<file path="src/rtl/sync_norm_pkg.sv">
// Shared types, limits and helpers for the sync polarity normaliser.
// Channel widths are parameterised, so cnt_t/CNT_MAX describe the default build.
package sync_norm_pkg;

  localparam int DEF_CNT_W = 24;

  typedef logic [DEF_CNT_W-1:0] cnt_t;
  typedef logic [3:0]           agree_t;

  localparam cnt_t CNT_MAX = '1;

  function automatic int clog2_safe(input int value);
    return (value <= 1) ? 1 : $clog2(value);
  endfunction

  // Continue a run in the same direction, otherwise start a new run at 1; never exceeds limit.
  function automatic agree_t agree_next(input agree_t cur, input logic same_dir,
                                        input agree_t limit);
    agree_t base;
    base = same_dir ? cur : '0;
    return (base >= limit) ? limit : base + agree_t'(1);
  endfunction

endpackage

</file>
<file path="src/rtl/sync_polarity_chan.sv">
// One sync channel: synchroniser, phase-length counter, polarity evaluation
// with hysteresis, stale detection and a registered normalised output.
module sync_polarity_chan
  import sync_norm_pkg::*;
#(
  parameter int CNT_W           = DEF_CNT_W,
  parameter int SYNC_STAGES     = 2,
  parameter int LOCK_CNT        = 3,
  parameter int OUT_ACTIVE_HIGH = 1
) (
  input  logic clk,
  input  logic reset_n,
  input  logic sync_in,
  output logic sync_out,
  output logic polarity,
  output logic locked,
  output logic stale
);

  localparam logic             OUT_IDLE = (OUT_ACTIVE_HIGH == 0);
  localparam logic [CNT_W-1:0] CNT_ALL  = '1;
  localparam logic [CNT_W-1:0] CNT_PRE  = {{(CNT_W-1){1'b1}}, 1'b0};
  localparam agree_t           LOCK_LIM = agree_t'(LOCK_CNT);

  logic [SYNC_STAGES-1:0] r_sync;
  logic                   r_prv;
  logic [CNT_W-1:0]       r_cnt;
  logic [CNT_W-1:0]       r_highLen;
  logic [CNT_W-1:0]       r_lowLen;
  logic                   r_hv;
  logic                   r_lv;
  logic                   r_evalPend;
  agree_t                 r_agree;
  logic                   r_dirMis;
  logic                   r_polarity;
  logic                   r_locked;
  logic                   r_stale;
  logic                   r_syncOut;

  logic   w_cur;
  logic   w_edge;
  logic   w_cand;
  logic   w_mis;
  agree_t w_agreeNext;

  assign w_cur       = r_sync[SYNC_STAGES-1];
  assign w_edge      = w_cur ^ r_prv;
  assign w_cand      = (r_highLen > r_lowLen);
  assign w_mis       = (w_cand != r_polarity);
  assign w_agreeNext = agree_next(r_agree, (r_dirMis == w_mis), LOCK_LIM);

  always_ff @(posedge clk) begin
    if (!reset_n) begin
      r_sync     <= '0;
      r_prv      <= 1'b0;
      r_cnt      <= '0;
      r_highLen  <= '0;
      r_lowLen   <= '0;
      r_hv       <= 1'b0;
      r_lv       <= 1'b0;
      r_evalPend <= 1'b0;
      r_agree    <= '0;
      r_dirMis   <= 1'b0;
      r_polarity <= 1'b0;
      r_locked   <= 1'b0;
      r_stale    <= 1'b0;
      r_syncOut  <= OUT_IDLE;
    end else begin
      r_sync[0] <= sync_in;
      for (int i = 1; i < SYNC_STAGES; i++) begin
        r_sync[i] <= r_sync[i-1];
      end
      r_prv      <= w_cur;
      r_evalPend <= w_edge;
      r_syncOut  <= w_cur ^ r_polarity ^ OUT_IDLE;

      // A rising edge closes a low phase, a falling edge closes a high phase.
      if (w_edge) begin
        r_cnt   <= '0;
        r_stale <= 1'b0;
        if (w_cur) begin
          r_lowLen <= r_cnt;
          r_lv     <= 1'b1;
        end else begin
          r_highLen <= r_cnt;
          r_hv      <= 1'b1;
        end
      end else if (r_cnt != CNT_ALL) begin
        r_cnt <= r_cnt + CNT_W'(1);
      end

      if (r_evalPend && r_hv && r_lv) begin
        if (w_mis) begin
          if (w_agreeNext >= LOCK_LIM) begin
            r_polarity <= w_cand;
            r_agree    <= '0;
            r_locked   <= 1'b0;
            r_dirMis   <= 1'b0;
          end else begin
            r_agree  <= w_agreeNext;
            r_dirMis <= 1'b1;
          end
        end else begin
          r_agree  <= w_agreeNext;
          r_dirMis <= 1'b0;
          if (w_agreeNext >= LOCK_LIM) begin
            r_locked <= 1'b1;
          end
        end
      end

      // Counter about to saturate: measurements are meaningless, polarity is kept.
      if (!w_edge && (r_cnt == CNT_PRE)) begin
        r_stale  <= 1'b1;
        r_hv     <= 1'b0;
        r_lv     <= 1'b0;
        r_locked <= 1'b0;
        r_agree  <= '0;
      end
    end
  end

  assign sync_out = r_syncOut;
  assign polarity = r_polarity;
  assign locked   = r_locked;
  assign stale    = r_stale;

endmodule

</file>
<file path="src/rtl/sync_polarity_norm.sv">
// Multi-channel sync polarity normaliser: independent channels, fixed output polarity.
module sync_polarity_norm
  import sync_norm_pkg::*;
#(
  parameter int CHANNELS        = 2,
  parameter int CNT_W           = DEF_CNT_W,
  parameter int SYNC_STAGES     = 2,
  parameter int LOCK_CNT        = 3,
  parameter int OUT_ACTIVE_HIGH = 1
) (
  input  logic                clk,
  input  logic                reset_n,
  input  logic [CHANNELS-1:0] sync_in,
  output logic [CHANNELS-1:0] sync_out,
  output logic [CHANNELS-1:0] polarity,
  output logic [CHANNELS-1:0] locked,
  output logic [CHANNELS-1:0] stale
);

  for (genvar g = 0; g < CHANNELS; g++) begin : g_chan
    sync_polarity_chan #(
      .CNT_W          (CNT_W),
      .SYNC_STAGES    (SYNC_STAGES),
      .LOCK_CNT       (LOCK_CNT),
      .OUT_ACTIVE_HIGH(OUT_ACTIVE_HIGH)
    ) u_chan (
      .clk     (clk),
      .reset_n (reset_n),
      .sync_in (sync_in[g]),
      .sync_out(sync_out[g]),
      .polarity(polarity[g]),
      .locked  (locked[g]),
      .stale   (stale[g])
    );
  end

endmodule
</file>
<file path="config.mk">
export PLATFORM = sky130hd
export DESIGN_NAME = sync_polarity_norm
export DESIGN_NICKNAME = d
export VERILOG_FILES = /design/src/rtl/sync_norm_pkg.sv /design/src/rtl/sync_polarity_chan.sv /design/src/rtl/sync_polarity_norm.sv
export SDC_FILE = /design/constraint.sdc
export NUM_CORES = 1
export LEC_CHECK = 0
export BUFFER_PORTS_ARGS = -buffer_cell sky130_fd_sc_hd__clkbuf_2
export CAP_MARGIN = 20
export CORE_ASPECT_RATIO = 0.8
export CORE_MARGIN = 2
export CORE_UTILIZATION = 45
export DETAILED_ROUTE_END_ITERATION = 10
export GPL_TIMING_DRIVEN = 0
export PLACE_DENSITY_LB_ADDON = 0.2
export SYNTH_ARGS = -nofsm -noshare
export SYNTH_HDL_FRONTEND = slang
export SYNTH_SLANG_ARGS = --single-unit
</file>
<file path="constraint.sdc">
create_clock -name clk -period 5.2 [get_ports clk]
set_input_delay 1.04 -clock clk [delete_from_list [all_inputs] [get_ports clk]]
set_output_delay 1.04 -clock clk [all_outputs]
set_load 0.02 [all_outputs]
</file>
==> flow_metrics.py <==
metrics = {
    "run_status": {
        "status": "finished, final reports clean",
    },
    "die": {
        "core_sq_mm": 0.0188,
        "dieWidth_microns": 158,
        "placementRows": 45,
        "fp.dieH_microns": 127,
        "start_util": 0.454,
        "io_pins": 12,
        "dieArea_sq_mm": 0.0201,
    },
    "placed_design": {
        "port_buffers": 10,
        "place_hpwl_mm": 12.4,
        "globalplace.congestion": 0.790,
    },
    "timing": {
        "finalCritPeriodShare": 0.780,
        "rsz0062_at_grt": "false",
        "final.setup_skew_ns": 0.0117,
        "setup_tns_ns": 0,
        "slew_headroom": 0.222,
        "finalSetupViolations": 0,
        "tightest_slew_ns": 1.14,
        "period_minus_slack_ns": 4.06,
        "maxSlewViolCount": 0,
        "hold_viol": 0,
        "fmax_ghz": 0.247,
    },
    "route": {
        "drc": 0,
        "final_antenna_net_count": 0,
        "wl_per_cell_microns": 14.1,
        "drt_iter0_drc": 394,
        "viasPerCell": 5.00,
        "routed_wl_mm": 17.3,
        "vias": 6146,
        "firstDrtPassIters": 5,
    },
    "layout": {
        "antenna_cells": 0,
        "drive_gt1_frac": 0.0618,
        "area_delta_synth_final_pct": 11.0,
        "fin_util": 0.504,
        "layout.nets": 1020,
    },
    "synth": {
        "synthSimpleGateAreaFrac": 0.211,
        "avgSynthCellArea_sq_um": 9.19,
        "seq_area_frac_synth": 0.408,
        "syn_nets": 990,
        "synth-edff-count": 0,
        "synth_flop_cell": "dfxtp_1",
        "synth_top_family_by_area": "simple AND/OR/NAND/NOR gates",
        "synth_xor_area_frac": 0.0421,
        "synth_fa_ha_area_frac": 0.0851,
        "synth_cells": 928,
        "synth_cell_type_count": 54,
        "ys_ff_latch": 174,
        "synthMuxAreaShare": 0.120,
        "synthArstFlopShare": 0,
        "mappedNetlistArea_sq_mm": 0.00853,
        "synth-compound-area-share": 0.0807,
        "yosys_warnings": 0,
    },
    "pwr": {
        "p_leak_nw": 3.41,
        "power.density_mw_per_mm2": 284,
        "ir_drop_mv": 0.206,
    },
    "clocking": {
        "clkTransAtPathRegs_ns": 0.06,
        "clk_latency_ns": 0.43,
        "cts_hold_buf": 0,
        "cts_resized": 0,
        "ctsHtreeMaxLevel": 4,
        "clkSinkCount": 174,
        "cts_setup_buffers": 0,
        "clock_path_buffers": 2,
        "cts-root-buf": "clkbuf_16",
        "cts-buffers-inserted": 17,
        "cts_tree": "built",
    },
    "setup_path": {
        "crit_start": "g_chan[0].u_chan.r_lowLen[1]$_SDFFE_PN0P_",
        "crit_arrival_ns": 4.36,
        "start_kind": "flip-flop",
        "endpoint_kind": "flip-flop",
        "critPathMaxFanout": 7,
        "cp_slowest_cell": "o31ai_1",
        "worstPathRequired_ns": 5.50,
        "worstSetupPathType": "flip-flop to flip-flop",
        "r2r-end": "g_chan[0].u_chan.polarity$_SDFFE_PN0P_",
        "cpPeakStageDelay_ns": 0.55,
        "r2r_slack_ns": 1.14,
        "crit-reg2reg-launch": "g_chan[0].u_chan.r_lowLen[1]$_SDFFE_PN0P_",
        "endpoint": "g_chan[0].u_chan.polarity$_SDFFE_PN0P_",
        "reg2regPathDepth": 16,
        "crit_path_cell_trace": "inv_1, ha_1, nor2b_1, o211ai_1, a21oi_1, o31a_1, o31ai_1, xor2_1, xor2_1, and2_1, ha_1, a22oi_1, mux2i_1, a311oi_1, o21ai_1, mux2i_1",
    },
    "global_route": {
        "antenna_found_initial": 0,
        "overflow": 0,
        "first_global_vias": 5675,
        "grt_max_degree": 17,
        "grt_pass1_wl_mm": 28.9,
        "grt_usage": 0.182,
    },
    "hold_path": {
        "hp-class": "flip-flop to flip-flop",
    },
    "job": {
        "maxCapViolations": 0,
    },
}
metal layers:
layer	up-vias	routed length [microns]	GRT usage
met4	0	146	0.0413
met5	-	0	0
met2	88	6830	0.251
met3	11	679	0.0438
li1	3215	-	-
met1	2832	9630	0.282
sequential cells by signal, indices dropped and copies added (netlist names):
name and cells:
g_chan.u_chan.r_cnt 48, g_chan.u_chan.r_highLen 48, g_chan.u_chan.r_lowLen 48, g_chan.u_chan.r_agree 8, g_chan.u_chan.r_sync 4, g_chan.u_chan.locked 2, g_chan.u_chan.polarity 2, g_chan.u_chan.r_dirMis 2
g_chan.u_chan.r_evalPend 2, g_chan.u_chan.r_hv 2, g_chan.u_chan.r_lv 2, g_chan.u_chan.r_prv 2, g_chan.u_chan.stale 2, g_chan.u_chan.sync_out 2
worst max-delay path, delay by kind of cell (launching register included):
kind | cells | cell delay (ns)
compound gates | 7 | 1.68
fa+ha+maj | 2 | 0.66
xor+xnor | 2 | 0.65
flops | 1 | 0.34
simple gates | 2 | 0.33
mux | 2 | 0.23
buf+inv | 1 | 0.05
area by class of cell:
| class | count | area [sq um] |
|---|---|---|
| timing repair buffer | 11 | 53.8 |
| tap | 258 | 323 |
| buffer | 47 | 206 |
| clock inverter | 13 | 113 |
| fill | 1793 | 9330 |
| clock buffer | 19 | 453 |
| sequential | 174 | 3480 |
| inverter | 66 | 248 |
| multi-input combinational | 641 | 4590 |
how the worst min path moves through the flow:
stage / from / end / slack [ns] / cells after the start
6_report: g_chan[0].u_chan.r_sync[0]$_SDFF_PN0_ / g_chan[0].u_chan.r_sync[1]$_SDFF_PN0_ / 0.45 / 1
5_1_grt: g_chan[0].u_chan.r_sync[0]$_SDFF_PN0_ / g_chan[0].u_chan.r_sync[1]$_SDFF_PN0_ / 0.45 / 1
4_1_cts: g_chan[0].u_chan.r_sync[0]$_SDFF_PN0_ / g_chan[0].u_chan.r_sync[1]$_SDFF_PN0_ / 0.45 / 1
3_5_place_dp: g_chan[0].u_chan.r_sync[0]$_SDFF_PN0_ / g_chan[0].u_chan.r_sync[1]$_SDFF_PN0_ / 0.43 / 1
3_3_place_gp: g_chan[0].u_chan.r_sync[0]$_SDFF_PN0_ / g_chan[0].u_chan.r_sync[1]$_SDFF_PN0_ / 0.44 / 1
2_1_floorplan: g_chan[0].u_chan.r_sync[0]$_SDFF_PN0_ / g_chan[0].u_chan.r_sync[1]$_SDFF_PN0_ / 0.41 / 1
Yosys cell counts, types with 5 or more instances:
cell	count	area, sq um
dfxtp_1	174	3480
nor2b_1	109	682
mux2i_1	102	1020
nor2_1	68	255
inv_1	66	248
ha_1	58	726
nand2_1	47	176
clkbuf_1	37	139
a21oi_1	36	180
xor2_1	27	236
nand4_1	24	150
nand3_1	20	100
o21ai_0	18	90.1
and2_1	14	87.6
xnor2_1	14	123
nor3_1	11	55.1
buf_4	8	60.1
a21o_1	7	52.6
a31oi_1	7	43.8
or3_1	7	43.8
a211oi_1	5	37.5
and4_1	5	43.8
o211ai_1	5	37.5
o21a_1	5	37.5
or2_2	5	31.3
per-stage QoR:
stage / power [mW] / instance area [sq um] / hold WS (ns) / worst slack, ns / instances
after detailed placement: 1.49 / 8910 / 0.426 / 1.19 / 1197
after floorplan: 1.46 / 8530 / 0.412 / 1.71 / 928
final: 2.69 / 9470 / 0.447 / 1.14 / 1229
after CTS: 2.72 / 9470 / 0.450 / 1.18 / 1229
after global routing: 2.78 / 9470 / 0.453 / 0.801 / 1229
after global placement: 1.49 / 8900 / 0.439 / 1.20 / 1196
cells by family (layout without fill, tap and decap cells):
kind of cell / Yosys count / in the layout
adders and majority gates: 58 / 58
buffers and inverters: 113 / 156
DFF: 174 / 174
xor gates and xnor gates: 41 / 41
AOI/OAI and AO/OA: 107 / 107
and+or+nand+nor: 333 / 333
muxes: 102 / 102
where the power goes:
group	total [mW]	leakage, nW	internal [mW]	switching [mW]
sequential	1.35	1.40	1.34	0.0102
clock	1.23	0.276	0.686	0.544
combinational	0.107	1.73	0.0422	0.0645
placed cells by master, fill, tap and decap left out, types with 11 or more instances in the layout:
cell,synthesis,routed
a21oi_1,36,36
and2_1,14,14
clkbuf_1,37,37
clkbuf_16,0,17
dfxtp_1,174,174
ha_1,58,58
inv_1,66,66
mux2i_1,102,102
nand2_1,47,47
nand3_1,20,20
nand4_1,24,24
nor2_1,68,68
nor2b_1,109,109
nor3_1,11,11
o21ai_0,18,18
xnor2_1,14,14
xor2_1,27,27
No activity file was read; power rests on OpenSTA's default activity.
